==> src/rtl/bexkat_bus_pkg.sv <==
// Shared bexkat bus definitions: adapter FSM states,
// 32-bit lane masks and halfword address offsets.
package bexkat_bus_pkg;

  typedef enum logic [1:0] {
    IDLE,
    HI,
    LO,
    DONE
  } state_t;

  localparam logic [3:0] BE_HI = 4'b1100;
  localparam logic [3:0] BE_LO = 4'b0011;

  localparam logic [1:0] HALF_HI_OFS = 2'b00;
  localparam logic [1:0] HALF_LO_OFS = 2'b10;

  localparam logic [15:0] HALF_MISSING = 16'hFFFF;

endpackage

==> src/rtl/bus_width_adapter16.sv <==
// 32-bit CPU bus to 16-bit big-endian halfword memory bus adapter.
// Ports: clk, reset_n (sync, active-low); cpu_* 32-bit slave side with
// waitrequest; mem_* 16-bit master side; bus_error pulses on timeout.
module bus_width_adapter16
  import bexkat_bus_pkg::*;
#(
  parameter int ADDR_WIDTH = 32,
  parameter int TIMEOUT    = 255
) (
  input  logic                  clk,
  input  logic                  reset_n,
  input  logic [31:0]           cpu_address,
  input  logic                  cpu_read,
  input  logic                  cpu_write,
  input  logic [31:0]           cpu_writedata,
  input  logic [3:0]            cpu_byteenable,
  output logic [31:0]           cpu_readdata,
  output logic                  cpu_waitrequest,
  output logic                  bus_error,
  output logic [ADDR_WIDTH-1:0] mem_address,
  output logic                  mem_read,
  output logic                  mem_write,
  output logic [15:0]           mem_writedata,
  output logic [1:0]            mem_byteenable,
  input  logic [15:0]           mem_readdata,
  input  logic                  mem_waitrequest
);

  localparam int TW =
    (TIMEOUT > 255) ? $clog2(TIMEOUT) : 8;
  localparam logic [TW-1:0] TLIM =
    TW'((TIMEOUT > 0) ? TIMEOUT - 1 : 0);

  state_t                 state;
  logic [ADDR_WIDTH-1:2]  word_q;
  logic [3:0]             be_q;
  logic [31:0]            wd_q;
  logic                   wr_q;
  logic [TW-1:0]          timer;

  logic                   start;
  logic                   req_hi;
  logic                   req_lo;
  logic                   lo_left;
  logic                   tmo_hit;
  logic                   unused_bits;

  // Byte offset is implied by the lane enables.
  assign unused_bits = ^cpu_address[1:0];

  assign start   = cpu_read | cpu_write;
  assign req_hi  = |(cpu_byteenable & BE_HI);
  assign req_lo  = |(cpu_byteenable & BE_LO);
  assign lo_left = |(be_q & BE_LO);

  // Timer holds the stall count of the edges already seen,
  // so the abort edge is the TIMEOUT-th stalled one.
  assign tmo_hit = (TIMEOUT != 0) && (timer == TLIM);

  always_ff @(posedge clk) begin
    if (!reset_n) begin
      state           <= IDLE;
      cpu_waitrequest <= 1'b1;
      cpu_readdata    <= '0;
      bus_error       <= 1'b0;
      mem_address     <= '0;
      mem_read        <= 1'b0;
      mem_write       <= 1'b0;
      mem_writedata   <= '0;
      mem_byteenable  <= '0;
      word_q          <= '0;
      be_q            <= '0;
      wd_q            <= '0;
      wr_q            <= 1'b0;
      timer           <= '0;
    end else begin
      unique case (state)
        IDLE: begin
          cpu_waitrequest <= 1'b1;
          bus_error       <= 1'b0;
          if (start) begin
            word_q       <= cpu_address[ADDR_WIDTH-1:2];
            be_q         <= cpu_byteenable;
            wd_q         <= cpu_writedata;
            wr_q         <= cpu_write;
            cpu_readdata <= '0;
            timer        <= '0;
            if (req_hi) begin
              state          <= HI;
              mem_read       <= ~cpu_write;
              mem_write      <= cpu_write;
              mem_address    <= {cpu_address[ADDR_WIDTH-1:2],
                                 HALF_HI_OFS};
              mem_byteenable <= cpu_byteenable[3:2];
              mem_writedata  <= cpu_writedata[31:16];
            end else if (req_lo) begin
              state          <= LO;
              mem_read       <= ~cpu_write;
              mem_write      <= cpu_write;
              mem_address    <= {cpu_address[ADDR_WIDTH-1:2],
                                 HALF_LO_OFS};
              mem_byteenable <= cpu_byteenable[1:0];
              mem_writedata  <= cpu_writedata[15:0];
            end else begin
              state           <= DONE;
              cpu_waitrequest <= 1'b0;
            end
          end
        end

        HI: begin
          if (!mem_waitrequest) begin
            timer <= '0;
            if (!wr_q) begin
              cpu_readdata[31:16] <= mem_readdata;
            end
            if (lo_left) begin
              // Strobe stays up; only the halfword moves.
              state          <= LO;
              mem_address    <= {word_q, HALF_LO_OFS};
              mem_byteenable <= be_q[1:0];
              mem_writedata  <= wd_q[15:0];
            end else begin
              state           <= DONE;
              mem_read        <= 1'b0;
              mem_write       <= 1'b0;
              cpu_waitrequest <= 1'b0;
            end
          end else if (tmo_hit) begin
            timer           <= '0;
            state           <= DONE;
            mem_read        <= 1'b0;
            mem_write       <= 1'b0;
            cpu_waitrequest <= 1'b0;
            bus_error       <= 1'b1;
            if (!wr_q) begin
              cpu_readdata[31:16] <= HALF_MISSING;
              if (lo_left) begin
                cpu_readdata[15:0] <= HALF_MISSING;
              end
            end
          end else begin
            timer <= timer + TW'(1);
          end
        end

        LO: begin
          if (!mem_waitrequest) begin
            timer           <= '0;
            state           <= DONE;
            mem_read        <= 1'b0;
            mem_write       <= 1'b0;
            cpu_waitrequest <= 1'b0;
            if (!wr_q) begin
              cpu_readdata[15:0] <= mem_readdata;
            end
          end else if (tmo_hit) begin
            timer           <= '0;
            state           <= DONE;
            mem_read        <= 1'b0;
            mem_write       <= 1'b0;
            cpu_waitrequest <= 1'b0;
            bus_error       <= 1'b1;
            if (!wr_q) begin
              cpu_readdata[15:0] <= HALF_MISSING;
            end
          end else begin
            timer <= timer + TW'(1);
          end
        end

        DONE: begin
          state           <= IDLE;
          cpu_waitrequest <= 1'b1;
          bus_error       <= 1'b0;
        end

        default: begin
          state           <= IDLE;
          cpu_waitrequest <= 1'b1;
          mem_read        <= 1'b0;
          mem_write       <= 1'b0;
        end
      endcase
    end
  end

endmodule

==> config.mk <==
export PLATFORM = sky130hd
export DESIGN_NAME = bus_width_adapter16
export DESIGN_NICKNAME = d
export VERILOG_FILES = /design/src/rtl/bexkat_bus_pkg.sv /design/src/rtl/bus_width_adapter16.sv
export SDC_FILE = /design/constraint.sdc
export NUM_CORES = 1
export LEC_CHECK = 0
export CORE_ASPECT_RATIO = 0.9
export CORE_UTILIZATION = 50
export DETAILED_ROUTE_END_ITERATION = 6
export PLACE_DENSITY = 0.93
export SETUP_SLACK_MARGIN = 0.05
export SLEW_MARGIN = 10
export SYNTH_ARGS = -nofsm -noshare
export SYNTH_HDL_FRONTEND = slang
export SYNTH_SLANG_ARGS = --single-unit
==> constraint.sdc <==
create_clock -name clk -period 5 [get_ports clk]
set_clock_uncertainty 0.2 [all_clocks]
set_input_delay 1.5 -clock clk [delete_from_list [all_inputs] [get_ports clk]]
set_output_delay 1.5 -clock clk [all_outputs]
set_load 0.02 [all_outputs]
==> out/metrics.json, run 1 <==
{
  "post_synth_main_area_contributors": {"value": "sky130_fd_sc_hd__dfxtp_1, sky130_fd_sc_hd__nand2_1, sky130_fd_sc_hd__a21oi_1, sky130_fd_sc_hd__mux2i_1, sky130_fd_sc_hd__o21ai_0"},
  "category_of_the_most_critical_setup_path": {"value": "in2reg"},
  "timing.critical_path.fanout_max": {"value": 20},
  "crit_path_frequent_cell": {"value": "sky130_fd_sc_hd__buf_4"},
  "via_count_of_the_first_global_routing_pass": {"value": 6494},
  "synth_area_in_compound_gates": {"value": 0.278},
  "grtUsageTotal": {"value": 0.300},
  "die-height": {"value": 111, "unit": "um"},
  "period_share": {"value": 0.727},
  "yosys.area.top_type_share": {"value": 0.434},
  "synth-seq-cells": {"value": 144},
  "yosys-mux-area-fraction": {"value": 0.0693},
  "slew_viol_final": {"value": 0},
  "cap_violations": {"value": 0},
  "synth_top_family_by_area": {"value": "compound AO/OA/AOI/OAI gates"},
  "htree_levels": {"value": 4},
  "clock_tree_from_tritoncts": {"value": "built"},
  "timing.critical_path.arrival": {"value": 3.76, "unit": "ns"},
  "timing.final.hold_violations": {"value": 0},
  "vias_per_cell": {"value": 6.07},
  "ys_seq_area_frac": {"value": 0.434},
  "overflow": {"value": 0},
  "crit_path_start_kind": {"value": "primary input"},
  "drtPass1Iterations": {"value": 6},
  "yosys.area_share.simple": {"value": 0.137},
  "core_area": {"value": 12800, "unit": "um2"},
  "status": {"value": "completed"},
  "die_x": {"value": 123, "unit": "um"},
  "max_slew.worst_pin.slew": {"value": 1.02, "unit": "ns"},
  "cts_hold_buf": {"value": 0},
  "setup-tns-final": {"value": 0, "unit": "ns"},
  "clk_pin_slew_worst_paths": {"value": 0.06, "unit": "ns"},
  "drc": {"value": 0},
  "layout-area-overhead-vs-synth": {"value": 35.0, "unit": "%"},
  "dp_hpwl": {"value": 12600, "unit": "um"},
  "util_after_layout": {"value": 0.699},
  "synth.yosys.warnings": {"value": 0},
  "worst_setup_path_end_kind": {"value": "flip-flop"},
  "critical-path-max-stage-delay": {"value": 0.51, "unit": "ns"},
  "final_hold_slack": {"value": 0.252, "unit": "ns"},
  "timing.slew.headroom": {"value": 0.323},
  "rsz_0062_raised_after_global_routing": {"value": "no"},
  "post_synth_inst_count": {"value": 792},
  "vias": {"value": 6652},
  "hold_class": {"value": "reg2reg"},
  "post_synth_instance_area": {"value": 6640, "unit": "um2"},
  "placement_rows": {"value": 39},
  "totalPowerFinal": {"value": 5.57, "unit": "mW"},
  "cp.buffers_inverters": {"value": 4},
  "yosysMostFrequentCell": {"value": "sky130_fd_sc_hd__nand2_1"},
  "top_level_ports": {"value": 175},
  "commonest_cells_in_the_netlist": {"value": "sky130_fd_sc_hd__nand2_1, sky130_fd_sc_hd__dfxtp_1, sky130_fd_sc_hd__a21oi_1, sky130_fd_sc_hd__o21ai_0, sky130_fd_sc_hd__mux2i_1"},
  "cts_setup_buffers": {"value": 0},
  "cpLargestDelayFamily": {"value": "buffers and inverters"},
  "cts_root_buf": {"value": "sky130_fd_sc_hd__clkbuf_16"},
  "grt_max_degree": {"value": 51},
  "report.final.setup_viol": {"value": 0},
  "routed_wirelength": {"value": 20300, "unit": "um"},
  "critPathRequiredTime": {"value": 5.13, "unit": "ns"},
  "avg_cell_area_syn": {"value": 8.39, "unit": "um2"},
  "place.port_buffers": {"value": 171},
  "maxClockFrequency": {"value": 0.275, "unit": "GHz"},
  "layout_cell_share_with_drive_strength_beyond_1": {"value": 0.0665},
  "ys_types": {"value": 60},
  "p_leak": {"value": 3.42, "unit": "nW"},
  "post_cts.resized_instances": {"value": 0},
  "timing.critical_path.cells": {"value": "clkdlybuf4s50_1, buf_4, nor2_1, buf_4, and3_1, buf_4, or4_1, o32ai_1"},
  "nets_finish": {"value": 1016},
  "period_minus_slack": {"value": 3.63, "unit": "ns"},
  "dr.first_iter.drc_count": {"value": 598},
  "synth_fp_nets": {"value": 888},
  "routabilityCongestion": {"value": 0.847},
  "clock_tree_buffer_depth": {"value": 2},
  "synth.largest_area_cell": {"value": "sky130_fd_sc_hd__dfxtp_1"},
  "yosys.area_share.xor_xnor": {"value": 0},
  "grt_first_pass_wirelength": {"value": 32200, "unit": "um"},
  "start_util": {"value": 0.518},
  "worstSkewPairLatency": {"value": 0.42, "unit": "ns"},
  "grt_antenna_before_repair": {"value": 0},
  "antenna_left": {"value": 0},
  "synth_fa_ha_area_frac": {"value": 0.0132},
  "antenna_diode_instance_count": {"value": 0},
  "cts_made_buffers": {"value": 17},
  "power_density_relative_to_cell_area": {"value": 621, "unit": "nW/um2"},
  "irDropWorstVdd": {"value": 0.355, "unit": "mV"},
  "avgRoutedWirePerCell": {"value": 18.5, "unit": "um"},
  "die_area": {"value": 13700, "unit": "um2"},
  "postSynth.topFlopCell": {"value": "sky130_fd_sc_hd__dfxtp_1"},
  "post_synth_arst_share": {"value": 0},
  "clock_sinks": {"value": 144},
  "timing.critical_path.slowest_stage_cell": {"value": "sky130_fd_sc_hd__or4_1"},
  "synth_edf_count": {"value": 0}
}
==> sequential cells by signal, summed over array words and instances, names as in the netlist, 2 cells and up <==
register	cells
mem_writedata	16
timer	8
mem_address	31
wd_q	16
mem_byteenable	2
be_q	2
word_q	30
state	2
cpu_readdata	32
==> through the flow <==
step	worst slack, ns	cells	cell area (um2)
final	1.37	1096	8970
after CTS	1.41	1096	8970
after global placement	1.02	1065	8350
after floorplan	2.02	792	6640
after detailed placement	0.999	1065	8350
after global routing	1.25	1096	8970
==> logic make-up after synthesis <==
kind of cell             count (synthesis)
adder cells (fa/ha/maj)                  7
AND/OR/NAND/NOR                        208
multiplexers                            46
flip-flops                             144
other                                    1
buffers and inverters                  103
AO/OA/AOI/OAI                          283
==> per-layer routing <==
layer,global-route usage,vias up,share of wire
li1,-,3074,-
met1,0.357,3148,0.39
met2,0.481,364,0.47
met3,0.105,66,0.10
met4,0.141,0,0.038
met5,0,-,0
==> power by group <==
| group | total, mW | internal [mW] | switching [mW] |
|---|---|---|---|
| logic | 2.55 | 1.03 | 1.53 |
| clock network | 1.34 | 0.862 | 0.480 |
| registers | 1.67 | 1.47 | 0.201 |
==> final cells by class <==
class	instances	area [um2]
clock buffer	23	468
clock inverter	8	154
fill	967	3870
inverter	26	98.8
multi-input combinational	545	3330
sequential	144	2880
tap	164	205
timing repair buffer	186	1820
==> worst paths after layout <==
path | start | end | slack, ns | depth (start not counted)
max | cpu_byteenable[2] | mem_read | 1.37 | 8
min | word_q[5] | word_q[5] | 0.25 | 2
max reg2reg | state[1] | mem_address[4] | 1.91 | 7
min reg2reg | word_q[5] | word_q[5] | 0.25 | 2
==> placed cells by master, fill, tap and decap left out, types with 6 or more instances in the layout <==
cell                              instances
sky130_fd_sc_hd__clkbuf_16               17
sky130_fd_sc_hd__nand3_1                 11
sky130_fd_sc_hd__o2111ai_1               19
sky130_fd_sc_hd__a211oi_1                31
sky130_fd_sc_hd__inv_1                   25
sky130_fd_sc_hd__nor2_1                  11
sky130_fd_sc_hd__clkdlybuf4s50_1        171
sky130_fd_sc_hd__buf_4                   15
sky130_fd_sc_hd__dfxtp_1                144
sky130_fd_sc_hd__a22o_1                  16
sky130_fd_sc_hd__ha_1                     6
sky130_fd_sc_hd__mux2i_1                 46
sky130_fd_sc_hd__o21a_1                  17
sky130_fd_sc_hd__nand2_1                160
sky130_fd_sc_hd__o21ai_0                 52
sky130_fd_sc_hd__a211o_1                 17
sky130_fd_sc_hd__a21oi_1                101
==> worst reg2reg max path, cell delays in order, from the launching register on <==
cell and delay (ns):
sky130_fd_sc_hd__dfxtp_1 0.33, sky130_fd_sc_hd__inv_1 0.13, sky130_fd_sc_hd__ha_2 0.81, sky130_fd_sc_hd__nor2_1 0.25, sky130_fd_sc_hd__a211o_2 0.53, sky130_fd_sc_hd__nor2_2 0.16
sky130_fd_sc_hd__buf_4 0.36, sky130_fd_sc_hd__a211oi_1 0.17
Note: power is estimated with default switching activity, not from simulation.
==> run 2: changes to the inputs <==
--- a/config.mk
+++ b/config.mk
@@ -6,9 +6,9 @@
 export NUM_CORES = 1
 export LEC_CHECK = 0
 export CORE_ASPECT_RATIO = 0.9
-export CORE_UTILIZATION = 50
+export CORE_UTILIZATION = 44
 export DETAILED_ROUTE_END_ITERATION = 6
-export PLACE_DENSITY = 0.93
+export PLACE_DENSITY = 0.87
 export SETUP_SLACK_MARGIN = 0.05
 export SLEW_MARGIN = 10
 export SYNTH_ARGS = -nofsm -noshare
==> constraint.sdc (replaced) <==
create_clock -name clk -period 3.05 [get_ports clk]
set_clock_uncertainty 0.2 [all_clocks]
set_input_delay 0.915 -clock clk [delete_from_list [all_inputs] [get_ports clk]]
set_output_delay 0.915 -clock clk [all_outputs]
set_load 0.02 [all_outputs]
==> run 2 against run 1 <==
  * Final cell count is 4.2% higher
  * Register-to-register slack worse by 1.3 ns
  * Critical path depth is 3 lower
  * Global-route usage shrank 5.5 points
  * Count of clock-buffer cells in the layout fell by 4
  * Utilization decreased by 7.7 points
  * Highest routed layer unchanged
  * Critical path type unchanged
==> out/metrics.json, run 2 (synthesis results as in run 1) <==
{
  "status": {"value": "completed", "change": "unchanged"},
  "period_share": {"value": 0.857},
  "timing.critical_path.fanout_max": {"value": 16, "change": "was 20"},
  "r2r_cells": {"value": 7, "change": "unchanged"},
  "totalPowerFinal": {"value": 9.17, "unit": "mW", "change": "was 5.57 mW"},
  "antenna_left": {"value": 0, "change": "unchanged"},
  "cap_violations": {"value": 0, "change": "unchanged"},
  "grtUsageTotal": {"value": 0.245, "change": "was 0.300"},
  "layout_cell_share_with_drive_strength_beyond_1": {"value": 0.0816, "change": "was 0.0665"},
  "htree_levels": {"value": 4, "change": "unchanged"},
  "grt_antenna_before_repair": {"value": 0, "change": "unchanged"},
  "cts_setup_buffers": {"value": 0, "change": "unchanged"},
  "timing.final.hold_violations": {"value": 0, "change": "unchanged"},
  "timing.slew.headroom": {"value": 0.390, "change": "was 0.323"},
  "crit_path_start_kind": {"value": "primary input", "change": "unchanged"},
  "top_level_ports": {"value": 175, "change": "unchanged"},
  "overflow": {"value": 0, "change": "unchanged"},
  "antenna_diode_instance_count": {"value": 0, "change": "unchanged"},
  "die_x": {"value": 132, "unit": "um", "change": "was 123 um"},
  "avgRoutedWirePerCell": {"value": 16.5, "unit": "um", "change": "was 18.5 um"},
  "dp_hpwl": {"value": 12100, "unit": "um", "change": "was 12,600 um"},
  "die-height": {"value": 119, "unit": "um", "change": "was 111 um"},
  "nets_finish": {"value": 1027, "change": "was 1,016"},
  "critPathRequiredTime": {"value": 3.22, "unit": "ns", "change": "was 5.13 ns"},
  "maxClockFrequency": {"value": 0.382, "unit": "GHz"},
  "vias_per_cell": {"value": 5.71, "change": "was 6.07"},
  "report.final.setup_viol": {"value": 0, "change": "unchanged"},
  "clock_tree_buffer_depth": {"value": 2, "change": "unchanged"},
  "drtPass1Iterations": {"value": 4, "change": "was 6"},
  "category_of_the_most_critical_setup_path": {"value": "in2reg", "change": "unchanged"},
  "final_critical_path_setup_slack": {"value": 0.435, "unit": "ns", "change": "was 1.37 ns"},
  "start_util": {"value": 0.451, "change": "was 0.518"},
  "grt_first_pass_wirelength": {"value": 30800, "unit": "um", "change": "was 32,200 um"},
  "max_slew.worst_pin.slew": {"value": 0.908, "unit": "ns", "change": "was 1.02 ns"},
  "post_cts.resized_instances": {"value": 0, "change": "unchanged"},
  "finalInstanceArea": {"value": 9150, "unit": "um2", "change": "was 8970 um2"},
  "filler_cell_count": {"value": 1208, "change": "was 967"},
  "cts_made_buffers": {"value": 17, "change": "unchanged"},
  "clk_pin_slew_worst_paths": {"value": 0.06, "unit": "ns", "change": "about the same"},
  "period_minus_slack": {"value": 2.61, "unit": "ns"},
  "routed_wirelength": {"value": 18800, "unit": "um", "change": "was 20,300 um"},
  "whs_path_depth": {"value": 2, "change": "unchanged"},
  "max_flop_register": {"value": "cpu_readdata", "change": "unchanged"},
  "p_leak": {"value": 3.48, "unit": "nW", "change": "was 3.42 nW"},
  "slew_viol_final": {"value": 0, "change": "unchanged"},
  "power_density_relative_to_cell_area": {"value": 1000, "unit": "nW/um2", "change": "was 621 nW/um2"},
  "clock_tree_from_tritoncts": {"value": "built", "change": "unchanged"},
  "largestRegisters": {"value": "cpu_readdata: 32 flops, mem_address: 31 flops, word_q: 30 flops", "change": "unchanged"},
  "worstSkewPairLatency": {"value": 0.42, "unit": "ns", "change": "about the same"},
  "most-common-layout-cells": {"value": "sky130_fd_sc_hd__clkdlybuf4s50_1, sky130_fd_sc_hd__nand2_1, sky130_fd_sc_hd__dfxtp_1", "change": "unchanged"},
  "hold_class": {"value": "reg2reg", "change": "unchanged"},
  "die_area": {"value": 15600, "unit": "um2", "change": "was 13,700 um2"},
  "core_area": {"value": 14700, "unit": "um2", "change": "was 12,800 um2"},
  "timing.critical_path.arrival": {"value": 2.78, "unit": "ns", "change": "was 3.76 ns"},
  "placedInstanceArea": {"value": 8550, "unit": "um2", "change": "was 8350 um2"},
  "vias": {"value": 6519, "change": "was 6,652"},
  "layoutNonFillerInstCount": {"value": 1142, "change": "was 1,096"},
  "cts_root_buf": {"value": "sky130_fd_sc_hd__clkbuf_16", "change": "unchanged"},
  "via_count_of_the_first_global_routing_pass": {"value": 6130, "change": "was 6,494"},
  "irDropWorstVdd": {"value": 0.665, "unit": "mV", "change": "was 0.355 mV"},
  "worst_setup_path_end_kind": {"value": "flip-flop", "change": "unchanged"},
  "drc": {"value": 0, "change": "unchanged"},
  "grt_max_degree": {"value": 62, "change": "was 51"},
  "layout-area-overhead-vs-synth": {"value": 37.8, "unit": "%", "change": "was 35.0%"},
  "rsz_0062_raised_after_global_routing": {"value": "no", "change": "unchanged"},
  "largest_reg_flops": {"value": 32, "change": "unchanged"},
  "dr.first_iter.drc_count": {"value": 500, "change": "was 598"},
  "place.port_buffers": {"value": 171, "change": "unchanged"},
  "routabilityCongestion": {"value": 0.825, "change": "was 0.847"},
  "final_common_cell": {"value": "sky130_fd_sc_hd__clkdlybuf4s50_1", "change": "unchanged"},
  "preCtsSetupSlack": {"value": -0.00782, "unit": "ns", "change": "was 0.999 ns"},
  "placement_rows": {"value": 42, "change": "was 39"},
  "clock_sinks": {"value": 144, "change": "unchanged"},
  "dp.cells": {"value": 1110, "change": "was 1,065"},
  "cts_hold_buf": {"value": 0, "change": "unchanged"}
}
## run 2: cell count changes in the layout (fill, tap and decap cells not counted), moves of 2 or more
cell,change
sky130_fd_sc_hd__clkbuf_1,-3
sky130_fd_sc_hd__clkinvlp_4,+4
sky130_fd_sc_hd__buf_4,+5
sky130_fd_sc_hd__buf_12,+6
sky130_fd_sc_hd__clkinv_2,+2
## run 2: worst paths after layout
kind	startpoint	endpoint	slack (ns)
worst max-delay path	cpu_write	cpu_readdata[30]	0.44
worst min-delay path	word_q[23]	word_q[23]	0.25
worst max register to register	state[1]	mem_read	0.56
worst min register to register	word_q[23]	word_q[23]	0.25
## run 2: worst max-delay path, cell delays in order
cell                              delay, ns
sky130_fd_sc_hd__clkdlybuf4s50_1       0.64
sky130_fd_sc_hd__nor3b_4               0.11
sky130_fd_sc_hd__buf_4                 0.17
sky130_fd_sc_hd__nor4_4                0.68
sky130_fd_sc_hd__a22o_1                0.26
## run 2: stage by stage
stage           util   TNS, ns  hold WS, ns
2_1_floorplan      -         0        0.236
3_3_place_gp   0.581         0        0.241
3_5_place_dp   0.581  -0.00782        0.246
4_1_cts        0.622         0        0.255
5_1_grt        0.622         0        0.268
6_report       0.622         0        0.252
## run 2: cell type report
| cell class | instances | area (um2) | area share |
|---|---|---|---|
| multi-input combinational | 545 | 3330 | 0.364 |
| inverter | 26 | 98.8 | 0.0108 |
| tap | 198 | 248 | 0.0271 |
| clock inverter | 13 | 164 | 0.0179 |
| timing repair buffer | 197 | 1980 | 0.217 |
| sequential | 144 | 2880 | 0.315 |
| clock buffer | 19 | 443 | 0.0484 |
## run 2: metal layers
| metal | track usage | share of wire | wire length (um) |
|---|---|---|---|
| met1 | 0.306 | 0.42 | 7850 |
| met2 | 0.393 | 0.46 | 8680 |
| met3 | 0.0888 | 0.11 | 1990 |
| met4 | 0.0778 | 0.016 | 299 |
| met5 | 0 | 0 | 0 |
## run 2: power breakdown
| group | internal, mW | switching, mW | leakage [nW] | total [mW] |
|---|---|---|---|---|
| registers | 2.41 | 0.283 | 1.18 | 2.70 |
| logic | 1.85 | 2.49 | 2.02 | 4.34 |
| clock network | 1.31 | 0.819 | 0.281 | 2.13 |
